File: src/rtl/alu_nibble_seq.sv
// Nibble-serial 16-bit ALU: one 4-bit slice iterated over four EXEC cycles, result valid 4 edges after accept.
// Backpressure: result held in DONE until out_ready; no new request accepted until back in IDLE.
module alu_nibble_seq (
    input  logic        clk,
    input  logic        rst,
    input  logic        in_valid,
    output logic        in_ready,
    input  logic [1:0]  op,
    input  logic        cin,
    input  logic [15:0] a,
    input  logic [15:0] b,
    output logic        out_valid,
    input  logic        out_ready,
    output logic [15:0] result,
    output logic        cout,
    output logic        zero,
    output logic        busy
);

    localparam logic [1:0] OP_ADD = 2'b00;
    localparam logic [1:0] OP_SUB = 2'b01;
    localparam logic [1:0] OP_AND = 2'b10;
    localparam logic [1:0] OP_XOR = 2'b11;

    typedef enum logic [1:0] {IDLE, EXEC, DONE} state_t;

    state_t      state;
    state_t      state_nxt;
    logic [1:0]  cnt;
    logic [1:0]  op_q;
    logic [15:0] a_q;
    logic [15:0] b_q;
    logic        carry;
    logic        accept;
    logic [3:0]  nib_a;
    logic [3:0]  nib_b;
    logic [3:0]  nib_b_eff;
    logic [3:0]  nib_r;
    logic [4:0]  sum;

    assign accept = in_valid && in_ready;

    always_ff @(posedge clk or posedge rst) begin
        if (rst) begin
            state <= IDLE;
        end else begin
            state <= state_nxt;
        end
    end

    always_comb begin
        state_nxt = state;
        case (state)
            IDLE:    if (in_valid) state_nxt = EXEC;
            EXEC:    if (cnt == 2'd3) state_nxt = DONE;
            DONE:    if (out_ready) state_nxt = IDLE;
            default: state_nxt = IDLE;
        endcase
    end

    always_comb begin
        in_ready  = (state == IDLE);
        out_valid = (state == DONE);
        busy      = (state != IDLE);
    end

    // Single 4-bit slice; subtraction is add-with-inverted-b and carry seeded to 1.
    always_comb begin
        nib_a     = a_q[{cnt, 2'b00} +: 4];
        nib_b     = b_q[{cnt, 2'b00} +: 4];
        nib_b_eff = (op_q == OP_SUB) ? ~nib_b : nib_b;
        sum       = {1'b0, nib_a} + {1'b0, nib_b_eff} + {4'b0000, carry};
        case (op_q)
            OP_AND:  nib_r = nib_a & nib_b;
            OP_XOR:  nib_r = nib_a ^ nib_b;
            default: nib_r = sum[3:0];
        endcase
    end

    always_ff @(posedge clk or posedge rst) begin
        if (rst) begin
            cnt    <= 2'd0;
            op_q   <= OP_ADD;
            a_q    <= 16'h0000;
            b_q    <= 16'h0000;
            carry  <= 1'b0;
            result <= 16'h0000;
            cout   <= 1'b0;
            zero   <= 1'b1;
        end else if (accept) begin
            cnt   <= 2'd0;
            op_q  <= op;
            a_q   <= a;
            b_q   <= b;
            carry <= (op == OP_SUB) || ((op == OP_ADD) && cin);
        end else if (state == EXEC) begin
            result[{cnt, 2'b00} +: 4] <= nib_r;
            carry                     <= sum[4];
            cnt                       <= cnt + 2'd1;
            if (cnt == 2'd3) begin
                cout <= sum[4] & ~op_q[1];
                zero <= ({nib_r, result[11:0]} == 16'h0000);
            end
        end
    end

endmodule

File: config.mk
export PLATFORM = sky130hd
export DESIGN_NAME = alu_nibble_seq
export DESIGN_NICKNAME = d
export VERILOG_FILES = /design/src/rtl/alu_nibble_seq.sv
export SDC_FILE = /design/constraint.sdc
export NUM_CORES = 1
export LEC_CHECK = 0
export CAP_MARGIN = 20
export CORE_MARGIN = 2
export CORE_UTILIZATION = 55
export CTS_CLUSTER_SIZE = 20
export DETAILED_ROUTE_END_ITERATION = 7
export PLACE_DENSITY = 0.83
export SLEW_MARGIN = 20
export SYNTH_ARGS = -nofsm -noshare
export SYNTH_HDL_FRONTEND = slang
export SYNTH_SLANG_ARGS = --single-unit
File: constraint.sdc
create_clock -name clk -period 8.4 [get_ports clk]
set_input_delay 1.68 -clock clk [delete_from_list [all_inputs] [get_ports clk]]
set_output_delay 1.68 -clock clk [all_outputs]
set_load 0.02 [all_outputs]
==> impl_metrics.yaml <==
worst_setup_path:
  cp-start-kind: "register"
  r2r-end: "zero$_DFFE_PP1P_"
  ff2ff_path_depth: 9
  r2r_slack_ns: 4.87
  crit_arrival_ns: 3.76
  worstPathMaxFanout: 16
  critical_path_class: "reg2reg"
  worst_setup_path_end_kind: "register"
  required_ns: 8.63
  r2r-start: "cnt[0]$_DFFE_PP0P_"
cts:
  cts_root_buf: "clkbuf_8"
  htreeDepth: 3
  clockBufferDepth: 2
  cts_hold_buf: 0
  post_cts.repair.setup_buffers: 0
  cts_resized: 0
  clk_latency_ns: 0.33
  clock_sinks: 57
  cts_tree: "yes"
  clkTransAtPathRegs_ns: 0.07
  numCtsBuffers: 9
global_route:
  grt-ovfl-total: 0
  grt_pass1_vias: 2062
  grt_first_pass_wirelength_um: 9470
  grt_max_degree: 58
  antenna_found_initial: 0
  grt_usage: 0.224
finish:
  seq_area_um2: 1430
  syn_to_final_growth_pct: 28.6
  fin_util: 0.722
  final_common_cell: "nand2_1"
  nets: 390
  num_antenna_cells: 0
  layout_common_cells: "nand2_1, clkdlybuf4s50_1, dfrtp_1, a22o_1, ha_1"
  layout-drive-gt1-share: 0.0938
  fillers: 381
  multi_input_area_um2: 1310
timing:
  period_needed_ns: 3.53
  worstMarginPinSlew_ns: 0.766
  finalHoldViolations: 0
  finalCritPeriodShare: 0.421
  fmax_ghz: 0.283
  fin_skew_ns: 0.00858
  setup_viol: 0
  rsz0062_at_grt: "no"
  final_max_slew_viol_count: 0
  relSlewSlack: 0.482
  tns_ns: 0
drt:
  drc: 0
  finalWirelength_um: 5730
  first_pass_iters: 4
  postRouteAntennaNets: 0
  drt_iter0_drc: 158
  viasPerCell: 5.24
  wl_per_cell_um: 13.9
  vias: 2152
floorplanning:
  die_width_um: 75.8
  fp.dieH_um: 75.8
  coreArea_um2: 5040
  start_util: 0.562
  die-area_um2: 5740
  ioPinCount: 60
  rows: 26
hold_path:
  worstHoldStart: "a_q[3]$_DFFE_PP0P_"
  min_path_type: "reg2reg"
  min_path_cells: 2
  hold_end: "a_q[3]$_DFFE_PP0P_"
synthesis:
  synth_largest_area_cell: "dfrtp_1"
  yosysUniqueCellTypes: 34
  synth_xor_xnor_area_share: 0.0155
  syn-instance-count: 280
  synth_compound_area_frac: 0.0813
  synthTopCellsByArea: "dfrtp_1, nand2_1, mux4_2, ha_1, a22o_1"
  synth-seq-cells: 57
  synthMuxAreaShare: 0.0852
  synthesis.nets: 334
  synth_top_family_by_area: "simple AND/OR/NAND/NOR gates"
  synth_fa_ha_area_frac: 0.0716
  seq_area_frac_synth: 0.504
  post_synth_and_or_nand_nor_area_fraction: 0.207
  synth_top_cell_area_share: 0.495
  syn_avg_cell_area_um2: 10.1
  yosysWarnings: 0
  netlist_area_um2: 2830
placement:
  portBuffers: 59
  place_congestion: 0.820
  post-dp-hpwl_um: 4010
pwr:
  p_per_area_nw_per_um2: 431
  power.total_mw: 1.57
  power_frac_clock: 0.162
  p_leak_nw: 1.76
  vdd_drop_max_uv: 188
  power.internal_mw: 0.896
  seqPwrFrac: 0.311
  p_sw_mw: 0.673
  p_comb_frac: 0.527
  switching_share: 0.429
run_status:
  status: "complete, no violations"
flow_run:
  cap_violations: 0
==> power groups by stage <==
stage                     Clock [mW]  Combinational (mW)  Sequential [mW]
after global routing           0.265               0.928            0.507
final                          0.254               0.827            0.489
after detailed placement           0               0.829            0.494
after global placement             0               0.804            0.490
after CTS                      0.257               0.837            0.491
after floorplan                    0               0.620            0.474
==> synthesized netlist by cell type (all sizes together) <==
cell type / instances
nand2: 114
dfrtp: 56
a22o: 16
ha: 13
clkbuf: 10
inv: 8
mux4: 8
mux2i: 5
buf: 4
nor2: 4
nor4b: 4
o21ai: 4
xnor2: 4
a21oi: 3
nand2b: 3
nor4: 3
or4: 3
a21o: 2
fa: 2
nor2b: 2
o31ai: 2
and2: 1
dfstp: 1
mux2: 1
nand3: 1
nand4: 1
nor3: 1
o211ai: 1
o41ai: 1
or2b: 1
xor2: 1
==> critical path: stages, from the launching register on <==
cell	delay [ns]
dfrtp_1	0.83
mux4_2	0.62
xor2_1	0.20
fa_1	0.21
inv_1	0.05
fa_1	0.39
xnor2_1	0.17
mux2i_1	0.16
or4_1	0.56
o41ai_2	0.23
==> final cells by class <==
type                            instances  area share
Inverter                                8     0.00893
Sequential cell                        57       0.392
Tap cell                               70      0.0240
Timing Repair Buffer                   59       0.162
Multi-Input combinational cell        201       0.359
Clock inverter                          6      0.0158
Clock buffer                           10      0.0378
==> registers in the layout (all words and copies together), names as in the netlist <==
register / flops
a_q: 16
b_q: 16
carry: 1
cnt: 2
cout: 1
op_q: 2
result: 16
state: 2
zero: 1
==> per-layer routing <==
layer / up-vias / GRT usage / wire [um]
li1: 1054 / - / -
met1: 1028 / 0.296 / 2520
met2: 64 / 0.366 / 2910
met3: 6 / 0.0410 / 240
met4: 0 / 0.0936 / 63
met5: - / 0 / 0
==> worst max path at each step <==
| stage | start | end | slack [ns] | cells after the start |
|---|---|---|---|---|
| 2_1_floorplan | rst | a_q[0]$_DFFE_PP0P_ | 5.32 | 1 |
| 3_3_place_gp | cnt[0]$_DFFE_PP0P_ | zero$_DFFE_PP1P_ | 4.97 | 9 |
| 3_5_place_dp | cnt[0]$_DFFE_PP0P_ | zero$_DFFE_PP1P_ | 4.83 | 9 |
| 4_1_cts | cnt[0]$_DFFE_PP0P_ | zero$_DFFE_PP1P_ | 4.81 | 9 |
| 5_1_grt | cnt[0]$_DFFE_PP0P_ | zero$_DFFE_PP1P_ | 4.56 | 9 |
| 6_report | cnt[0]$_DFFE_PP0P_ | zero$_DFFE_PP1P_ | 4.87 | 9 |
==> per-stage QoR <==
| step | setup WS [ns] | cell area, um2 | cells | hold slack [ns] |
|---|---|---|---|---|
| after floorplan | 5.32 | 2830 | 280 | 0.440 |
| after global placement | 4.97 | 3440 | 395 | 0.453 |
| after detailed placement | 4.83 | 3440 | 395 | 0.461 |
| after CTS | 4.81 | 3640 | 411 | 0.476 |
| after global routing | 4.56 | 3640 | 411 | 0.496 |
| final | 4.87 | 3640 | 411 | 0.474 |
==> cells by family after synthesis <==
group | after synthesis
buffers and inverters | 22
xor gates and xnor gates | 5
AOI/OAI and AO/OA | 29
adders and majority gates | 15
muxes | 14
and+or+nand+nor | 138
DFF | 57
No activity file was read; power rests on OpenSTA's default activity.
